## src/rtl/ram_arb_pkg.sv

```systemverilog
// Shared types for the two-master data RAM arbiter.
package ram_arb_pkg;
  localparam int RAM_BYTES_DEFAULT = 4096;

  typedef struct packed {
    logic        valid;
    logic        write;
    logic [31:0] address;
    logic [31:0] writeData;
  } ramReq_t;

  typedef struct packed {
    logic        valid;
    logic        error;
    logic [31:0] readData;
  } ramResp_t;

  typedef enum logic {MASTER0, MASTER1} masterId_t;
endpackage

```

## src/rtl/rr_arb2.sv

```systemverilog
// Two-way round-robin core: combinational one-hot grant plus lastGrant register.
module rr_arb2
  import ram_arb_pkg::*;
(
  input  logic       clock,
  input  logic       resetN,
  input  logic [1:0] valid,
  output logic [1:0] grant,
  output masterId_t  lastGrant
);

  always_comb begin
    grant = 2'b00;
    case (valid)
      2'b01:   grant = 2'b01;
      2'b10:   grant = 2'b10;
      2'b11:   grant = (lastGrant == MASTER0) ? 2'b10 : 2'b01;
      default: grant = 2'b00;
    endcase
  end

  // Reset to MASTER1 so master 0 wins the first contention.
  always_ff @(posedge clock or negedge resetN) begin
    if (!resetN)     lastGrant <= MASTER1;
    else if (|grant) lastGrant <= masterId_t'(grant[1]);
  end

endmodule

```

## src/rtl/ram_arbiter.sv

```systemverilog
// Shares the single-ported data RAM between LSU (m0) and debug/DMA (m1);
// one access per cycle, one-cycle registered response, error on bad address.
module ram_arbiter
  import ram_arb_pkg::*;
#(
  parameter int RAM_BYTES = RAM_BYTES_DEFAULT,
  parameter int ADDR_W    = 32
) (
  input  logic              clock,
  input  logic              resetN,
  input  logic              m0ReqValid,
  input  logic              m0ReqWrite,
  input  logic [ADDR_W-1:0] m0ReqAddress,
  input  logic [31:0]       m0ReqWriteData,
  output logic              m0ReqReady,
  output logic              m0RespValid,
  output logic [31:0]       m0RespReadData,
  output logic              m0RespError,
  input  logic              m1ReqValid,
  input  logic              m1ReqWrite,
  input  logic [ADDR_W-1:0] m1ReqAddress,
  input  logic [31:0]       m1ReqWriteData,
  output logic              m1ReqReady,
  output logic              m1RespValid,
  output logic [31:0]       m1RespReadData,
  output logic              m1RespError,
  output logic [ADDR_W-1:0] ramAxiWriteAddress,
  output logic [31:0]       ramAxiWriteData,
  output logic              ramAxiWriteValid,
  output logic [ADDR_W-1:0] ramAxiReadAddress,
  input  logic [31:0]       ramAxiReadData
);

  localparam logic [31:0] MAX_ADDR = 32'(RAM_BYTES - 4);

  ramReq_t   req [2];
  ramResp_t  resp [2];
  ramReq_t   sel;
  logic [1:0] grant;
  masterId_t lastGrant;
  logic      gntAny, err, rdOk;

  assign req[0] = '{valid: m0ReqValid, write: m0ReqWrite,
                    address: 32'(m0ReqAddress), writeData: m0ReqWriteData};
  assign req[1] = '{valid: m1ReqValid, write: m1ReqWrite,
                    address: 32'(m1ReqAddress), writeData: m1ReqWriteData};

  rr_arb2 u_arb (
    .clock     (clock),
    .resetN    (resetN),
    .valid     ({req[1].valid, req[0].valid}),
    .grant     (grant),
    .lastGrant (lastGrant)
  );

  assign gntAny = |grant;
  assign sel    = grant[1] ? req[1] : req[0];
  assign err    = (sel.address[1:0] != 2'b00) || (sel.address > MAX_ADDR);
  assign rdOk   = gntAny && !sel.write && !err;

  // Idle cycles drive zeros onto the RAM bus; the strobe is gated by reset.
  assign ramAxiWriteValid   = resetN && gntAny && sel.write && !err;
  assign ramAxiWriteAddress = gntAny ? ADDR_W'(sel.address) : '0;
  assign ramAxiWriteData    = gntAny ? sel.writeData : '0;
  assign ramAxiReadAddress  = gntAny ? ADDR_W'(sel.address) : '0;

  assign m0ReqReady = grant[0];
  assign m1ReqReady = grant[1];

  always_ff @(posedge clock or negedge resetN) begin
    if (!resetN) begin
      for (int i = 0; i < 2; i++) resp[i] <= '0;
    end else begin
      for (int i = 0; i < 2; i++) begin
        resp[i].valid    <= grant[i];
        resp[i].error    <= grant[i] && err;
        resp[i].readData <= (grant[i] && rdOk) ? ramAxiReadData : '0;
      end
    end
  end

  assign m0RespValid    = resp[0].valid;
  assign m0RespError    = resp[0].error;
  assign m0RespReadData = resp[0].readData;
  assign m1RespValid    = resp[1].valid;
  assign m1RespError    = resp[1].error;
  assign m1RespReadData = resp[1].readData;

endmodule

```

## config.mk

```make
export PLATFORM = sky130hd
export DESIGN_NAME = ram_arbiter
export DESIGN_NICKNAME = d
export VERILOG_FILES = /design/src/rtl/ram_arb_pkg.sv /design/src/rtl/rr_arb2.sv /design/src/rtl/ram_arbiter.sv
export SDC_FILE = /design/constraint.sdc
export NUM_CORES = 1
export LEC_CHECK = 0
export CAP_MARGIN = 20
export CELL_PAD_IN_SITES_DETAIL_PLACEMENT = 1
export CELL_PAD_IN_SITES_GLOBAL_PLACEMENT = 1
export CORE_MARGIN = 5
export CORE_UTILIZATION = 21
export DETAILED_ROUTE_END_ITERATION = 8
export GPL_TIMING_DRIVEN = 0
export PLACE_DENSITY_LB_ADDON = 0.2
export SLEW_MARGIN = 5
export SYNTH_ARGS = -nofsm -noshare
export SYNTH_HDL_FRONTEND = slang
export SYNTH_HIERARCHICAL = 1
export SYNTH_SLANG_ARGS = --single-unit
```

## constraint.sdc

```tcl
create_clock -name clock -period 3.5 [get_ports clock]
set_clock_uncertainty 0.15 [all_clocks]
set_input_delay 0.525 -clock clock [delete_from_list [all_inputs] [get_ports clock]]
set_output_delay 0.525 -clock clock [all_outputs]
set_load 0.02 [all_outputs]
```

Yosys cells after proc, flatten, opt, wreduce, memory -nomap -nowiden
Index checks and enable logic that the tools add are counted.
Cells by class
  order comparisons: 1
  eq/ne operators: 3
  muxes and demuxes: 7
  reductions and logical operators: 14
Operator list (number)
  2-to-1 mux 32 bit: 4
  2-to-1 mux 65 bit: 1
  greater-than comparator 32 x 12 -> 1 bit, second input constant: 1
  logical AND 1 bit: 9
  case mux 2 bit (3 select lines): 1
  == test 2 bit, second input constant: 2
  == test 2 x 1 -> 1 bit, second input constant: 1
  zero test 1 bit: 2
  2-to-1 mux 2 bit: 1
  nonzero test 2 bit: 1
  OR reduction 2 bit: 1
  logical OR 1 bit: 1
Storage, ports and cells
  flip-flop bits (word level): 69
  bits of input ports: 166
  output and inout port bits: 167
  logic and storage cells: 32

Logic depth before layout (Yosys ltp)
  word-level depth: 9
  depth in mapped cells: 8

Modules after synthesis
Netlist, hierarchy kept.
By module, submodules not included
  ram_arbiter: instances 1, cells an instance 338, area an instance 3518.4 um^2
  rr_arb2: instances 1, cells an instance 6, area an instance 53.8 um^2

Worst setup path before layout
No wires, ideal clock.
  kind: input to output
  start point: input port m1ReqValid
  end point: output port ramAxiWriteValid
  arrival time: 2.727 ns
  required time: 2.825 ns
  slack: 0.098 ns
  stages on the path: 8
  cell sequence: a21boi_0 > clkbuf_1 > nor3b_1 > nand4_1 > a211o_1 > buf_6 > buf_6 > nor3b_2
Between the ends
  cells in the longest elaborated chain, start to end: 7
  elaborated cells between the ends (all ways): 13
  classes of those cells: order compare: 1; eq/ne: 3; mux: 2; reduce/logical: 7
RTL lines
  from (decl): line ram_arbiter.sv:19  | input logic m1ReqValid,
  == test 2 bit / == test 2 x 1 -> 1 bit (equally long branches): line rr_arb2.sv:14  | case (valid)
  case mux 2 bit (3 select lines) *: line rr_arb2.sv:14
  2-to-1 mux 65 bit: line ram_arbiter.sv:57  | assign sel = grant[1] ? req[1] : req[0];
  greater-than comparator 32 x 12 -> 1 bit / nonzero test 2 bit (equally long branches): line ram_arbiter.sv:58  | assign err = (sel.address[1:0] != 2'b00) || (sel.address > MAX_ADDR);
  logical OR 1 bit: line ram_arbiter.sv:58
  zero test 1 bit: line ram_arbiter.sv:62  | assign ramAxiWriteValid = resetN && gntAny && sel.write && !err;
  logical AND 1 bit *: line ram_arbiter.sv:62
  to (decl): line ram_arbiter.sv:29  | output logic ramAxiWriteValid,
Every way passes the cells marked *; elsewhere a longest branch is shown, timed or not.

Worst setup path in the final report
  start point: register u_arb.lastGrant
  end point: output port ramAxiWriteAddress[13]
Between the ends
  cells in the longest elaborated chain, start to end: 4
  elaborated cells between the ends (all ways): 5
  classes of those cells: mux: 4; reduce/logical: 1
RTL lines
  from (decl): line rr_arb2.sv:9  | output masterId_t lastGrant
  from (signal assigned): line rr_arb2.sv:25  | else if (|grant) lastGrant <= masterId_t'(grant[1]);
  2-to-1 mux 2 bit *: line rr_arb2.sv:17  | 2'b11: grant = (lastGrant == MASTER0) ? 2'b10 : 2'b01;
  case mux 2 bit (3 select lines) *: line rr_arb2.sv:14
  2-to-1 mux 65 bit / OR reduction 2 bit (equally long branches): line ram_arbiter.sv:57, ram_arbiter.sv:56
  2-to-1 mux 32 bit *: line ram_arbiter.sv:63  | assign ramAxiWriteAddress = gntAny ? ADDR_W'(sel.address) : '0;
  to (decl): line ram_arbiter.sv:27  | output logic [ADDR_W-1:0] ramAxiWriteAddress,
Marked as above.

==> flow_metrics.py <==
metrics = {
    "power_and_ir_drop": {
        "powerDensity_nw_per_um2": 344,
        "ir_worst_vdd_v": 0.000209,
        "power.total_w": 0.00257,
        "leakage_nw": 3.45,
    },
    "die": {
        "die-area_um2": 19700,
        "die_x_um": 140,
        "fp-row-count": 47,
        "ios": 333,
        "start_util_pct": 21.5,
        "core_um2": 16600,
        "chipHeight_um": 140,
    },
    "sta": {
        "fin_crit_sh_pct": 94.8,
        "fin_tns_setup_ns": 0,
        "slew_headroom_pct": 42.2,
        "slew_viol_final": 0,
        "rsz0062_at_grt": "false",
        "post-route-min-period_ns": 3.32,
        "max_freq_ghz": 0.301,
        "finalHoldViolCount": 0,
        "finalSetupViolations": 0,
        "worst_slew_pin_slew_ns": 0.867,
    },
    "critical_path": {
        "r2r-end": "m1RespReadData[9]",
        "worstPathArrival_ns": 2.64,
        "end_kind": "primary output",
        "path_cells": "inv_1, a21boi_2, clkbuf_4, nor2b_2, clkbuf_8, clkbuf_4, a22o_1, buf_4, dlygate4sd2_1",
        "cp_max_fo": 10,
        "r2r_start": "u_arb/lastGrant",
        "slowest_stage": "dfstp_2",
        "cp.required_ns": 2.82,
        "worstRegToRegCells": 6,
        "ff2ff_setup_slack_ns": 1.00,
        "critPathKind": "flop to primary output",
        "crit_top_cell": "clkbuf_4",
        "critPathLaunchType": "flop",
        "slowest_delay_ns": 0.57,
    },
    "finish": {
        "layout.cells.non_filler": 913,
        "drive_gt1_share_pct": 16.3,
        "fillCellCount": 1885,
        "fin_util_pct": 44.8,
        "final_nets": 854,
        "antennaDiodeCount": 0,
        "syn_to_final_growth_pct": 109,
    },
    "clock_network": {
        "cts_hold_buf": 0,
        "cts_tree": "built",
        "cts-root-buf": "clkbuf_16",
        "worstSkewPairLatency_ns": 0.32,
        "cts.path.max_buffers": 2,
        "cts_sinks": 69,
        "path_clk_slew_ns": 0.06,
        "htree_levels": 3,
        "numCtsBuffers": 9,
    },
    "routing": {
        "routed_wire_length_per_instance_um": 20.8,
        "drcViolationCount": 0,
        "first_pass_iters": 5,
        "totalWireLength_um": 19000,
        "vias_per_cell": 4.43,
        "vias": 4046,
        "detail_route.iter0.violations": 85,
        "ant_nets": 0,
    },
    "yosys": {
        "async_flop_share_pct": 100,
        "syn-mean-instance-area_um2": 10.4,
        "yosysWarnings": 6,
        "ys_seq_area_share_pct": 48.4,
        "synth_flop_cell": "dfrtp_1",
        "yosysMostFrequentCell": "dfrtp_1",
        "synth_common_cells": "dfrtp_1 (68), a22o_1 (56), nand2_1 (48)",
        "synth_area_leaders": "dfrtp_1 (48%), a22o_1 (14%), nor3_2 (8.4%), buf_4 (6.7%), and3_1 (5.6%)",
        "synthCells": 344,
        "yosys.area.top_type": "dfrtp_1",
        "synth_fp_nets": 510,
        "syn-cell-area_um2": 3570,
        "synth_enable_flop_cells": 0,
        "synth_top_area_share_pct": 47.6,
        "synth_cell_types": 31,
        "ys_seq_elements": 69,
    },
    "place": {
        "dp_hpwl_um": 16100,
        "place.gp.congestion": 0.857,
        "portBuffers": 332,
        "dp_cells": 896,
    },
    "global_route": {
        "grt_pass1_vias": 4646,
        "grt_pass1_wl_um": 27800,
        "grt.overflow.total": 0,
        "antenna_found_initial": 1,
        "track_usage_pct": 18.4,
        "grt_max_degree": 71,
    },
    "job": {
        "max-cap-violations": 0,
    },
    "run_status": {
        "outcome": "completed",
    },
    "hold_path": {
        "min_path_type": "primary input to async pin",
    },
}
==> metal layers <==
| layer | global-route usage (%) | routed length [um] | vias up | part of all wire (%) |
|---|---|---|---|---|
| li1 | - | - | 1891 | - |
| met1 | 17.4 | 6270 | 1916 | 33 |
| met2 | 35.5 | 10300 | 204 | 54 |
| met3 | 7.98 | 1850 | 33 | 9.8 |
| met4 | 5.35 | 537 | 2 | 2.8 |
| met5 | 0 | 11 | - | 0.058 |
==> kinds of logic after synthesis <==
kind of cell / count (synthesis) / synth area share [%]
DFF: 69 / 48.4
and+or+nand+nor: 137 / 23.8
muxes: 1 / 0.315
AOI/OAI and AO/OA: 71 / 16.3
buffers and inverters: 66 / 11.2
==> timing repair <==
item / CTS / global route
gates resized for setup: 122 / 3
setup endpoints to repair: 97 / 36
setup buffers: 1 / 0
pin swaps: 1 / 0
==> cell usage in the layout (no fill, tap or decap), types with 2 or more instances in the layout <==
cell type / instances
clkbuf_2: 3
clkdlybuf4s50_1: 248
nor2b_1: 2
clkbuf_4: 7
clkbuf_8: 3
and3_1: 32
a22o_1: 56
clkbuf_1: 11
nor2_1: 3
a21oi_1: 2
buf_4: 38
nor4_1: 6
buf_6: 4
nor3b_2: 2
dfrtp_1: 68
buf_2: 6
dlygate4sd2_1: 78
nand2_1: 48
o21ai_0: 7
nor3_2: 30
nand4_1: 3
clkinvlp_4: 2
nor3_1: 5
clkbuf_16: 9
==> sequential cells by signal, indices dropped and copies added (netlist names) <==
name / count
m0RespError: 1
m0RespValid: 1
m1RespValid: 1
m1RespReadData: 32
m0RespReadData: 32
u_arb/lastGrant: 1
m1RespError: 1
==> final cells by class <==
type	count	area (um^2)	area share (%)
plain buffers	65	455	6.10
clock buffers	11	243	3.25
clock inverters	5	58.8	0.788
inverters	1	3.75	0.0503
multi-input cells	209	1470	19.7
flip-flops and latches	69	1730	23.2
well taps	220	275	3.69
repair buffers	333	3230	43.2
==> power breakdown <==
group,internal (W),switching [W]
clock network,0.000572,0.000338
logic,0.000420,0.000430
registers,0.000805,0.00000353
==> worst max-delay path: cells and delay by family (launching register included) <==
kind                   cells  cell delay (ns)
AOI/OAI and AO/OA          2             0.39
DFF                        1             0.57
and+or+nand+nor            1             0.20
buffers and inverters      6             1.16
==> worst max-delay path by stage <==
stage	cells after the start	start	to
floorplan	8	m1ReqValid	ramAxiWriteValid
global placement	3	resetN	ramAxiWriteValid
detailed placement	8	m1ReqValid	ramAxiWriteAddress[20]
CTS	9	m0ReqValid	ramAxiWriteAddress[15]
global route	9	u_arb/lastGrant	ramAxiWriteAddress[19]
finish	9	u_arb/lastGrant	ramAxiWriteAddress[13]
==> metrics by stage <==
stage | worst slack (ns) | cell area [um^2] | hold WS, ns
2_1_floorplan | 0.0976 | 3570 | 0.0794
3_3_place_gp | -1.57 | 7170 | 0.340
3_5_place_dp | -1.23 | 7170 | 0.389
4_1_cts | 0.00211 | 7450 | 0.196
5_1_grt | 0.0214 | 7460 | 0.238
6_report | 0.181 | 7460 | 0.176
Power figures use the tool's default switching activity.
